<file path="src/rtl/eth_frame_detector_mem_port.sv">
// Pattern-RAM port arbiter: shares one single-port RAM between the AXI register
// requester (req/we/ack) and the detector core's fetch port, core first.
module eth_frame_detector_mem_port #(
  parameter int C_AXI_WIDTH   = 32,
  parameter int C_ADDR_WIDTH  = 11,
  parameter int C_RAM_LATENCY = 2,
  parameter int C_STALL_LIMIT = 16
) (
  input  logic                    clk,
  input  logic                    rst_n,
  input  logic                    s_req,
  input  logic                    s_we,
  output logic                    s_ack,
  input  logic [C_ADDR_WIDTH-1:0] s_addr,
  input  logic [C_AXI_WIDTH-1:0]  s_wdata,
  output logic [C_AXI_WIDTH-1:0]  s_rdata,
  input  logic                    core_req,
  input  logic [C_ADDR_WIDTH-1:0] core_addr,
  output logic                    core_grant,
  output logic [C_AXI_WIDTH-1:0]  core_rdata,
  output logic                    core_stalled,
  output logic                    ram_en,
  output logic                    ram_we,
  output logic [C_ADDR_WIDTH-1:0] ram_addr,
  output logic [C_AXI_WIDTH-1:0]  ram_wdata,
  input  logic [C_AXI_WIDTH-1:0]  ram_rdata
);

  typedef enum logic [1:0] {
    IDLE    = 2'd0,
    RD_WAIT = 2'd1,
    ACK     = 2'd2,
    RELEASE = 2'd3
  } state_e;

  localparam logic [1:0] LAT_INIT  = 2'(C_RAM_LATENCY - 1);
  localparam logic [7:0] STALL_MAX = 8'(C_STALL_LIMIT);

  state_e                   state_q, state_d;
  logic [1:0]               lat_q, lat_d;
  logic [7:0]               stall_q, stall_d;
  logic                     s_ack_q, s_ack_d;
  logic [C_AXI_WIDTH-1:0]   s_rdata_q, s_rdata_d;
  logic                     core_stalled_q, core_stalled_d;

  // Arbitration, RAM drive and next-state; the AXI slot only ever issues from IDLE.
  always_comb begin
    state_d        = state_q;
    lat_d          = lat_q;
    stall_d        = stall_q;
    s_ack_d        = 1'b0;
    s_rdata_d      = s_rdata_q;
    core_stalled_d = 1'b0;
    core_grant     = core_req;
    ram_en         = core_req;
    ram_we         = 1'b0;
    ram_addr       = core_addr;
    ram_wdata      = {C_AXI_WIDTH{1'b0}};
    case (state_q)
      IDLE: begin
        if (s_req && (!core_req || (stall_q == STALL_MAX))) begin
          core_grant     = 1'b0;
          ram_en         = 1'b1;
          ram_we         = s_we;
          ram_addr       = s_addr;
          ram_wdata      = s_wdata;
          core_stalled_d = core_req;
          stall_d        = 8'd0;
          if (s_we) begin
            state_d = ACK;
            s_ack_d = 1'b1;
          end else begin
            state_d = RD_WAIT;
            lat_d   = LAT_INIT;
          end
        end else if (s_req && (stall_q != STALL_MAX)) begin
          stall_d = stall_q + 8'd1;
        end else begin
          stall_d = stall_q;
        end
      end
      RD_WAIT: begin
        // Sampling point is fixed by the AXI slot's own latency, so core returns never land here.
        if (lat_q == 2'd0) begin
          s_rdata_d = ram_rdata;
          s_ack_d   = 1'b1;
          state_d   = ACK;
        end else begin
          lat_d = lat_q - 2'd1;
        end
      end
      ACK: begin
        state_d = RELEASE;
      end
      RELEASE: begin
        if (!s_req) begin
          state_d = IDLE;
        end else begin
          state_d = RELEASE;
        end
      end
      default: begin
        state_d = IDLE;
      end
    endcase
  end

  // State and registered outputs; reset drops any in-flight read without an ack.
  always_ff @(posedge clk) begin
    if (!rst_n) begin
      state_q        <= IDLE;
      lat_q          <= 2'd0;
      stall_q        <= 8'd0;
      s_ack_q        <= 1'b0;
      s_rdata_q      <= {C_AXI_WIDTH{1'b0}};
      core_stalled_q <= 1'b0;
    end else begin
      state_q        <= state_d;
      lat_q          <= lat_d;
      stall_q        <= stall_d;
      s_ack_q        <= s_ack_d;
      s_rdata_q      <= s_rdata_d;
      core_stalled_q <= core_stalled_d;
    end
  end

  assign s_ack        = s_ack_q;
  assign s_rdata      = s_rdata_q;
  assign core_stalled = core_stalled_q;
  assign core_rdata   = ram_rdata;

endmodule
</file>
<file path="config.mk">
export PLATFORM = sky130hd
export DESIGN_NAME = eth_frame_detector_mem_port
export DESIGN_NICKNAME = d
export VERILOG_FILES = /design/src/rtl/eth_frame_detector_mem_port.sv
export SDC_FILE = /design/constraint.sdc
export NUM_CORES = 1
export LEC_CHECK = 0
export CAP_MARGIN = 10
export CORE_MARGIN = 1
export CORE_UTILIZATION = 33
export CTS_CLUSTER_SIZE = 16
export DETAILED_ROUTE_END_ITERATION = 8
export PLACE_DENSITY = 0.84
export SLEW_MARGIN = 20
export SYNTH_ARGS = -nofsm -noshare
export SYNTH_HDL_FRONTEND = slang
export SYNTH_SLANG_ARGS = --single-unit
</file>
<file path="constraint.sdc">
create_clock -name clk -period 3.15 [get_ports clk]
set_input_delay 0.63 -clock clk [delete_from_list [all_inputs] [get_ports clk]]
set_output_delay 0.63 -clock clk [all_outputs]
set_load 0.05 [all_outputs]
</file>
# --- After elaboration in Yosys (flattened, before gate mapping) ---
# Index checks and enable logic that the tools add are counted.
totals:
  reg_bits: 46
  word_cells: 55
op_classes:
  add_sub_neg: 2
  eq_ne: 9
  muxes: 25
  reduce_logical: 13
ops:
  columns: ["cell", "count"]
  rows:
  - ["32-bit two-way mux", 2]
  - ["11-bit two-way mux", 2]
  - ["8-bit two-way mux", 2]
  - ["2-bit two-way mux", 7]
  - ["1-bit two-way mux", 9]
  - ["8-bit by 1-bit adder with 8-bit output, second input constant", 1]
  - ["8-bit by 5-bit == test with 1-bit output, second input constant", 1]
  - ["2-bit inequality test, second input constant", 4]
  - ["8-bit by 5-bit inequality test with 1-bit output, second input constant", 1]
  - ["2-bit case mux with 4 select lines", 1]
  - ["2-bit AND reduction", 3]
  - ["2-bit == test, second input constant", 2]
  - ["2-bit zero test", 2]
  - ["2-bit case mux with 2 select lines", 1]
  - ["4-bit AND reduction", 1]
  - ["2-bit nonzero test", 2]
  - ["3-bit AND reduction", 1]
  - ["2-bit by 1-bit == test with 1-bit output, second input constant", 1]
  - ["1-bit logical AND", 2]
  - ["1-bit case mux with 2 select lines", 1]
  - ["2-bit by 1-bit subtractor with 2-bit output, second input constant", 1]
  - ["1-bit zero test", 1]
  - ["1-bit logical OR", 1]

# --- Depth between registers and ports, before layout ---
# Gate-level depths: netlist of the first run.
depth:
  ltp_word: 5
  mapped_depth: 8
  depth_no_buf: 6

# --- Least setup slack after synthesis of the first run ---
# Ideal clock, no wire load.
synth_path:
  path_kind: "reg-to-output"
  start: "register stall_q[0]"
  end: "output ram_wdata[10]"
  arrival_ns: 2.138
  required_time_ns: 2.520
  slack_ns: 0.382
  path_stages_with_launch: 8
  n_path_buf: 2
  cell_sequence: "dfxtp_1 -> inv_1 -> ha_1 -> or4b_4 -> o41ai_4 -> buf_6 -> clkbuf_1 -> and3_1"
synth_via:
  elab_chain_len: 5
synth_rtl:
  columns: ["item", "line_no", "rtl"]
  rows:
  - ["start: declaration", "41", "logic [7:0] stall_q, stall_d;"]
  - ["start signal: assignment", "120", "stall_q <= stall_d;"]
  - ["8-bit by 5-bit == test with 1-bit output", "61", "if (s_req && (!core_req || (stall_q == STALL_MAX))) begin"]
  - ["1-bit logical OR", "61", null]
  - ["1-bit logical AND", "61", null]
  - ["32-bit two-way mux", "61", null]
  - ["32-bit two-way mux", "59", "case (state_q)"]
  - ["end: declaration", "25", "output logic [C_AXI_WIDTH-1:0] ram_wdata,"]
# No other way between the ends.

# --- Worst setup path in the final report of the first run ---
layout_path:
  start: "register stall_q[1]"
  end: "output ram_addr[1]"
layout_via:
  elab_chain_len: 5
layout_rtl:
  columns: ["item", "line_no", "rtl"]
  rows:
  - ["8-bit by 5-bit == test with 1-bit output", "61", null]
  - ["1-bit logical OR", "61", null]
  - ["1-bit logical AND", "61", null]
  - ["11-bit two-way mux", "61", null]
  - ["11-bit two-way mux", "59", null]
  - ["end: declaration", "24", "output logic [C_ADDR_WIDTH-1:0] ram_addr,"]
# No other way between the ends.

==> reports/qor.csv, run 1 <==
stage,metric,value,unit
sta,timing.final.ws_setup,-0.0176,ns
clock_tree,clock_latency,0.29,ns
placed_design,io_buffers,202,
worst_setup_path,path_cells,inv_4 > ha_4 > or4b_4 > o41ai_4 > and2_4 > buf_8 > mux2_4 > buf_8,
clock_tree,cts-hold-fix-buffers,0,
final_layout,nets,576,
power_and_ir_drop,p_leak,1.98,nW
power_and_ir_drop,total_power,1.84,mW
global_routing,grt_max_degree,42,
power_and_ir_drop,vdd_drop_max,0.000222,V
placed_design,dp_cells,569,
logic_synthesis,synth_common_cells,"nand2_1, dfxtp_1, a21oi_1",
clock_tree,htree_levels,2,
logic_synthesis,ys_seq_area_share,37.0,%
floorplan,start_util,34.3,%
clock_tree,root_buffer,clkbuf_8,
power_and_ir_drop,pwr-share-seq,34.3,%
worst_hold_path,hold_class,flip-flop to flip-flop,
power_and_ir_drop,power_density,372,nW/µm²
flow_run,maxCapViolations,0,
worst_setup_path,critPathCaptureType,output pin,
logic_synthesis,synth.cell_area,2490,µm²
sta,skew,0.00512,ns
logic_synthesis,synth-edff-count,0,
logic_synthesis,synthTopCellsByArea,"dfxtp_1, nand2_1, buf_4, and3_1, a21oi_1",
sta,post-route-period-util,101,%
logic_synthesis,synth.most_common_cell,nand2_1,
power_and_ir_drop,p_sw,0.693,mW
global_routing,grt_overflow_total,0,
placed_design,placed_area,4690,µm²
worst_setup_path,crit_required,2.52,ns
sta,setup_viol,11,
final_layout,stdcell_area,4940,µm²
logic_synthesis,synth_top_area_cell,dfxtp_1,
floorplan,ios,203,
logic_synthesis,synth_cells,315,
drt,drt_pass1_iterations,5,
final_layout,n_antenna_cell,0,
final_layout,area_delta_synth_final,98.6,%
drt,via_count,2807,
worst_setup_path,cp_top_family,simple AND/OR/NAND/NOR gates,
placed_design,place_hpwl,6260,µm
worst_setup_path,crit_fanout,6,
sta,clock.fmax,316,MHz
worst_setup_path,critical-path-max-stage-delay,0.47,ns
global_routing,grt_pass1_wl,11700,µm
global_routing,grt_usage,18.9,%
drt,ant_nets,0,
drt,drc,0,
outcome,status,"complete, but fails checks",
outcome,violations,setup timing,
worst_setup_path,critical_path_class,flip-flop to output pin,
clock_tree,clock_path_buffers,2,
worst_setup_path,cp_slowest_cell,or4b_4,
floorplan,core_area,7250,µm²
sta,slew-limit-headroom,62.5,%
sta,grt_setup_unrepaired,true,
final_layout,post-route-util,68.1,%
sta,hold_viol,0,
worst_setup_path,cpMostUsedCell,buf_8,
drt,drt_iter0_drc,64,
sta,worst_pin_slew,0.563,ns
power_and_ir_drop,switching_share,37.8,%
logic_synthesis,yosysWarnings,0,
placed_design,gp_routability_congestion,0.822,
drt,wl_per_cell,14.4,µm
clock_tree,clkTransAtPathRegs,0.09,ns
global_routing,grt_pass1_vias,2618,
global_routing,antenna_found_initial,0,
sta,final_max_slew_viol_count,0,
logic_synthesis,synth_flop_cell,dfxtp_1,
clock_tree,cts_buffers,5,
worst_setup_path,crit_buf_inv,3,
logic_synthesis,syn_nets,409,
final_layout,drive_above_1_share,18.4,%
power_and_ir_drop,pwr-share-comb,46.4,%
drt,drt-total-wl,8360,µm
floorplan,die_h,88.8,µm
floorplan,die_w,88.8,µm
logic_synthesis,yosysTopAreaCellShare,37.0,%
clock_tree,numClockSinks,46,
clock_tree,cts_tree,done,
logic_synthesis,synth-seq-cells,46,
sta,min_period,3.17,ns
final_layout,finalNonFillerCells,582,
logic_synthesis,syn_avg_cell_area,7.89,µm²
worst_setup_path,critical_path_arrival,2.54,ns
floorplan,rows,31,
power_and_ir_drop,p_int,1.14,mW
logic_synthesis,synthDistinctLibCells,35,
drt,vias_per_cell,4.82,
worst_setup_path,worstSetupStartpointType,flip-flop,
power_and_ir_drop,pwr-share-clk,19.3,%
logic_synthesis,async_flop_share,0,%
floorplan,die-area,7880,µm²
-- power groups by stage --
stage | clock (mW) | combinational (mW) | sequential, mW
final | 0.355 | 0.851 | 0.629
after global routing | 0.387 | 0.890 | 0.633
after CTS | 0.365 | 0.820 | 0.630
after detailed placement | 0 | 0.814 | 0.643
after global placement | 0 | 0.800 | 0.642
after floorplan | 0 | 0.395 | 0.719
-- state kept, by name (all words and copies together), names as in the netlist --
register      cells
s_rdata          32
state_q           2
s_ack             1
core_stalled      1
lat_q             2
stall_q           8
-- logic make-up (layout without fill, tap and decap cells) --
| logic type | after synthesis | after routing | synth area share [%] |
|---|---|---|---|
| AND/OR/NAND/NOR | 142 | 142 | 27.6 |
| adder cells (fa/ha/maj) | 3 | 3 | 1.51 |
| multiplexers | 11 | 11 | 5.59 |
| buffers and inverters | 62 | 230 | 15.5 |
| flip-flops | 46 | 46 | 37.0 |
| XOR/XNOR | 4 | 4 | 1.41 |
| AO/OA/AOI/OAI | 47 | 47 | 11.4 |
-- through the flow --
step | TNS (ns) | hold WS, ns | setup slack [ns]
finish | -0.0961 | 0.457 | -0.0176
global route | -1.55 | 0.475 | -0.0725
CTS | 0 | 0.460 | 0.0218
detailed placement | 0 | 0.448 | 0.231
global placement | 0 | 0.442 | 0.241
floorplan | 0 | 0.468 | 0.382
-- cell type report --
type / instances / area (µm²)
Clock inverter: 2 / 13.8
Inverter: 7 / 31.3
Tap cell: 99 / 124
Timing Repair Buffer: 215 / 2540
Multi-Input combinational cell: 207 / 1230
Sequential cell: 46 / 928
Fill cell: 546 / 2320
Clock buffer: 6 / 72.6
-- layout by cell type (no fill, tap or decap), types with 6 or more instances in the layout --
cell type,count
a21oi_1,37
and3_1,36
nor2_1,8
buf_4,12
buf_8,9
mux2_4,11
clkdlybuf4s50_1,156
nor3_1,6
dfxtp_1,44
buf_12,37
nand2_1,75
-- worst reg2reg max path, cell delays in order, from the launching register on --
cell,delay [ns]
dfxtp_4,0.37
inv_4,0.06
ha_4,0.12
or4b_4,0.47
o41ai_4,0.35
buf_4,0.37
nand2_1,0.11
a2111oi_2,0.36
-- final timing paths --
path                from     endpoint  slack (ns)  cells after the start
max           stall_q[1]  ram_addr[1]       -0.02                      8
min          s_rdata[27]  s_rdata[27]        0.46                      2
max reg2reg   stall_q[1]   state_q[1]        0.83                      7
min reg2reg  s_rdata[27]  s_rdata[27]        0.46                      2
-- routing by layer --
metal	wire (µm)	GRT usage, %	share of wire [%]	vias to the layer above
met1	2870	18.2	34	1286
met4	99	5.72	1.2	0
met3	804	6.16	9.6	9
met2	4580	37.8	55	151
li1	-	-	-	1361
met5	0	0	0	-
-- timing repair --
action	CTS	global route
setup endpoints to repair	10	31
pin swaps	1	3
gates cloned	1	0
buffers inserted	0	4
resized for setup	6	32
Power figures use the tool's default switching activity.
==> run 2, diff against run 1 <==
SLEW_MARGIN = default   (was 20)
==> run 2 against run 1 <==
  * The flow still finishes with violations (setup timing)
  * Register-to-register slack about the same
  * Wire length decreased by 0.36%
  * First-iteration DRC count unchanged
  * Critical path type unchanged
  * Largest cell class unchanged
==> reports/qor.csv, run 2 (same netlist as run 1, synthesis figures left out) <==
stage,metric,value,unit,change
outcome,status,"complete, but fails checks",,unchanged
flow_run,maxCapViolations,0,,unchanged
final_layout,largest_register_ffs,32,,unchanged
clock_tree,cts_buffers,5,,unchanged
global_routing,grt_overflow_total,0,,unchanged
clock_tree,clkTransAtPathRegs,0.09,ns,about the same
final_layout,fillers,547,,was 546
drt,vias_per_cell,4.81,,was 4.82
power_and_ir_drop,p_leak,1.98,nW,about the same
power_and_ir_drop,pwr-share-comb,46.4,%,about the same
final_layout,nets,576,,unchanged
sta,timing.hold.ws,0.457,ns,about the same
final_layout,drive_above_1_share,18.2,%,was 18.4%
floorplan,die_w,88.8,µm,unchanged
floorplan,core_area,7250,µm²,unchanged
clock_tree,htree_levels,2,,unchanged
drt,via_count,2802,,was 2807
final_layout,n_antenna_cell,0,,unchanged
placed_design,place_hpwl,6260,µm,unchanged
power_and_ir_drop,power_density,372,nW/µm²,about the same
placed_design,io_buffers,202,,unchanged
sta,slew-limit-headroom,26.9,%,was 62.5%
global_routing,grt_pass1_wl,11700,µm,unchanged
worst_setup_path,crit_fanout,6,,unchanged
outcome,violations,setup timing,,unchanged
power_and_ir_drop,pwr-share-clk,19.3,%,about the same
sta,post-route-period-util,100,%,was 101%
worst_setup_path,critical_path_arrival,2.54,ns,about the same
power_and_ir_drop,p_sw,0.691,mW,was 0.693 mW
sta,final_max_slew_viol_count,0,,unchanged
floorplan,start_util,34.3,%,unchanged
placed_design,gp_routability_congestion,0.822,,unchanged
clock_tree,numClockSinks,46,,unchanged
global_routing,grt_pass1_vias,2618,,unchanged
clock_tree,cts_tree,done,,unchanged
final_layout,area_delta_synth_final,98.5,%,was 98.6%
worst_hold_path,hold_class,flip-flop to flip-flop,,unchanged
worst_hold_path,hold_depth,2,,unchanged
worst_setup_path,worstSetupStartpointType,flip-flop,,unchanged
floorplan,die_h,88.8,µm,unchanged
sta,min_period,3.17,ns,about the same
power_and_ir_drop,switching_share,37.7,%,was 37.8%
power_and_ir_drop,p_int,1.14,mW,about the same
drt,drt-total-wl,8330,µm,was 8360 µm
drt,drt_pass1_iterations,6,,was 5
drt,wl_per_cell,14.3,µm,was 14.4 µm
sta,fin_tns_setup,-0.0728,ns,was -0.0961 ns
floorplan,rows,31,,unchanged
drt,drt_iter0_drc,64,,unchanged
clock_tree,clock_latency,0.29,ns,about the same
global_routing,antenna_found_initial,0,,unchanged
worst_setup_path,reg2regPathDepth,7,,unchanged
sta,worst_pin_slew,1.10,ns,was 0.563 ns
final_layout,final_common_cell,clkdlybuf4s50_1,,unchanged
sta,grt_setup_unrepaired,true,,unchanged
global_routing,grt_usage,18.9,%,unchanged
floorplan,ios,203,,unchanged
power_and_ir_drop,vdd_drop_max,0.000220,V,was 0.000222 V
worst_setup_path,critical_path_class,flip-flop to output pin,,unchanged
worst_setup_path,critPathCaptureType,output pin,,unchanged
power_and_ir_drop,pwr-share-seq,34.3,%,about the same
worst_setup_path,crit_required,2.52,ns,about the same
sta,setup_viol,11,,unchanged
global_routing,grt_max_degree,42,,unchanged
drt,ant_nets,0,,unchanged
final_layout,final_cell_mix,"clkdlybuf4s50_1, nand2_1, dfxtp_1",,unchanged
sta,skew,0.00510,ns,was 0.00512 ns
final_layout,post-route-util,68.1,%,about the same
floorplan,die-area,7880,µm²,unchanged
drt,drc,0,,unchanged
sta,hold_viol,0,,unchanged
clock_tree,clock_path_buffers,2,,unchanged
sta,timing.final.ws_setup,-0.0154,ns,was -0.0176 ns
clock_tree,root_buffer,clkbuf_8,,unchanged
sta,clock.fmax,316,MHz,about the same
-- run 2: cell counts in the layout (fill, tap and decap cells not counted) --
Identical to the previous run, type by type.
-- run 2: final timing paths --
path,startpoint,endpoint,slack [ns]
worst max-delay path,stall_q[1],ram_addr[1],-0.02
worst min-delay path,s_rdata[27],s_rdata[27],0.46
worst max register to register,stall_q[1],state_q[1],0.84
worst min register to register,s_rdata[27],s_rdata[27],0.46
-- run 2: power by group through the flow --
stage                     Sequential [mW]  Combinational, mW  Clock (mW)
after global placement              0.642              0.800           0
final                               0.629              0.851       0.354
after floorplan                     0.719              0.395           0
after global routing                0.633              0.891       0.387
after detailed placement            0.643              0.814           0
after CTS                           0.630              0.820       0.365
-- run 2: routing by layer --
metal / wire (µm) / GRT usage [%] / up-vias
li1: - / - / 1361
met1: 2890 / 18.2 / 1293
met2: 4570 / 37.8 / 139
met3: 773 / 6.16 / 9
met4: 99 / 5.72 / 0
met5: 0 / 0 / -
-- run 2: metrics by stage --
| step | cells | worst slack, ns | power (mW) | area [µm²] |
|---|---|---|---|---|
| detailed placement | 569 | 0.231 | 1.46 | 4690 |
| global placement | 569 | 0.241 | 1.44 | 4690 |
| CTS | 578 | 0.0218 | 1.81 | 4790 |
| floorplan | 315 | 0.382 | 1.11 | 2490 |
| global route | 582 | -0.0725 | 1.91 | 4940 |
| finish | 582 | -0.0154 | 1.83 | 4940 |
-- run 2: what timing repair did --
| item | in CTS | in global routing |
|---|---|---|
| hold endpoints to repair | 0 | 0 |
| pin swaps | 1 | 3 |
| buffers inserted | 0 | 4 |
| resized for setup | 6 | 32 |
| hold buffers | 0 | 0 |
| gates cloned | 1 | 0 |
| endpoints found under the setup margin | 10 | 31 |
-- run 2: layout make-up --
cell class                      count  area [µm²]  area share, %
Tap cell                           99         124           2.51
Multi-Input combinational cell    207        1230           24.9
Clock buffer                        6        72.6           1.47
Timing Repair Buffer              215        2540           51.4
Sequential cell                    46         928           18.8
Clock inverter                      2        13.8          0.279
Inverter                            7        31.3          0.634
-- run 2: worst max-delay path, cell delays in order, from the launching register on --
cell and delay, ns:
dfxtp_4 0.37, inv_4 0.06, ha_4 0.12, or4b_4 0.47
o41ai_4 0.35, and2_4 0.25, buf_8 0.14, mux2_4 0.32
buf_8 0.15
==> run 3, diff against run 2 <==
ABC_CLOCK_PERIOD_IN_PS = 3150   (was default)
==> results of run 3 <==
The final DEF is identical to that of run 2; final timing and power are the same.
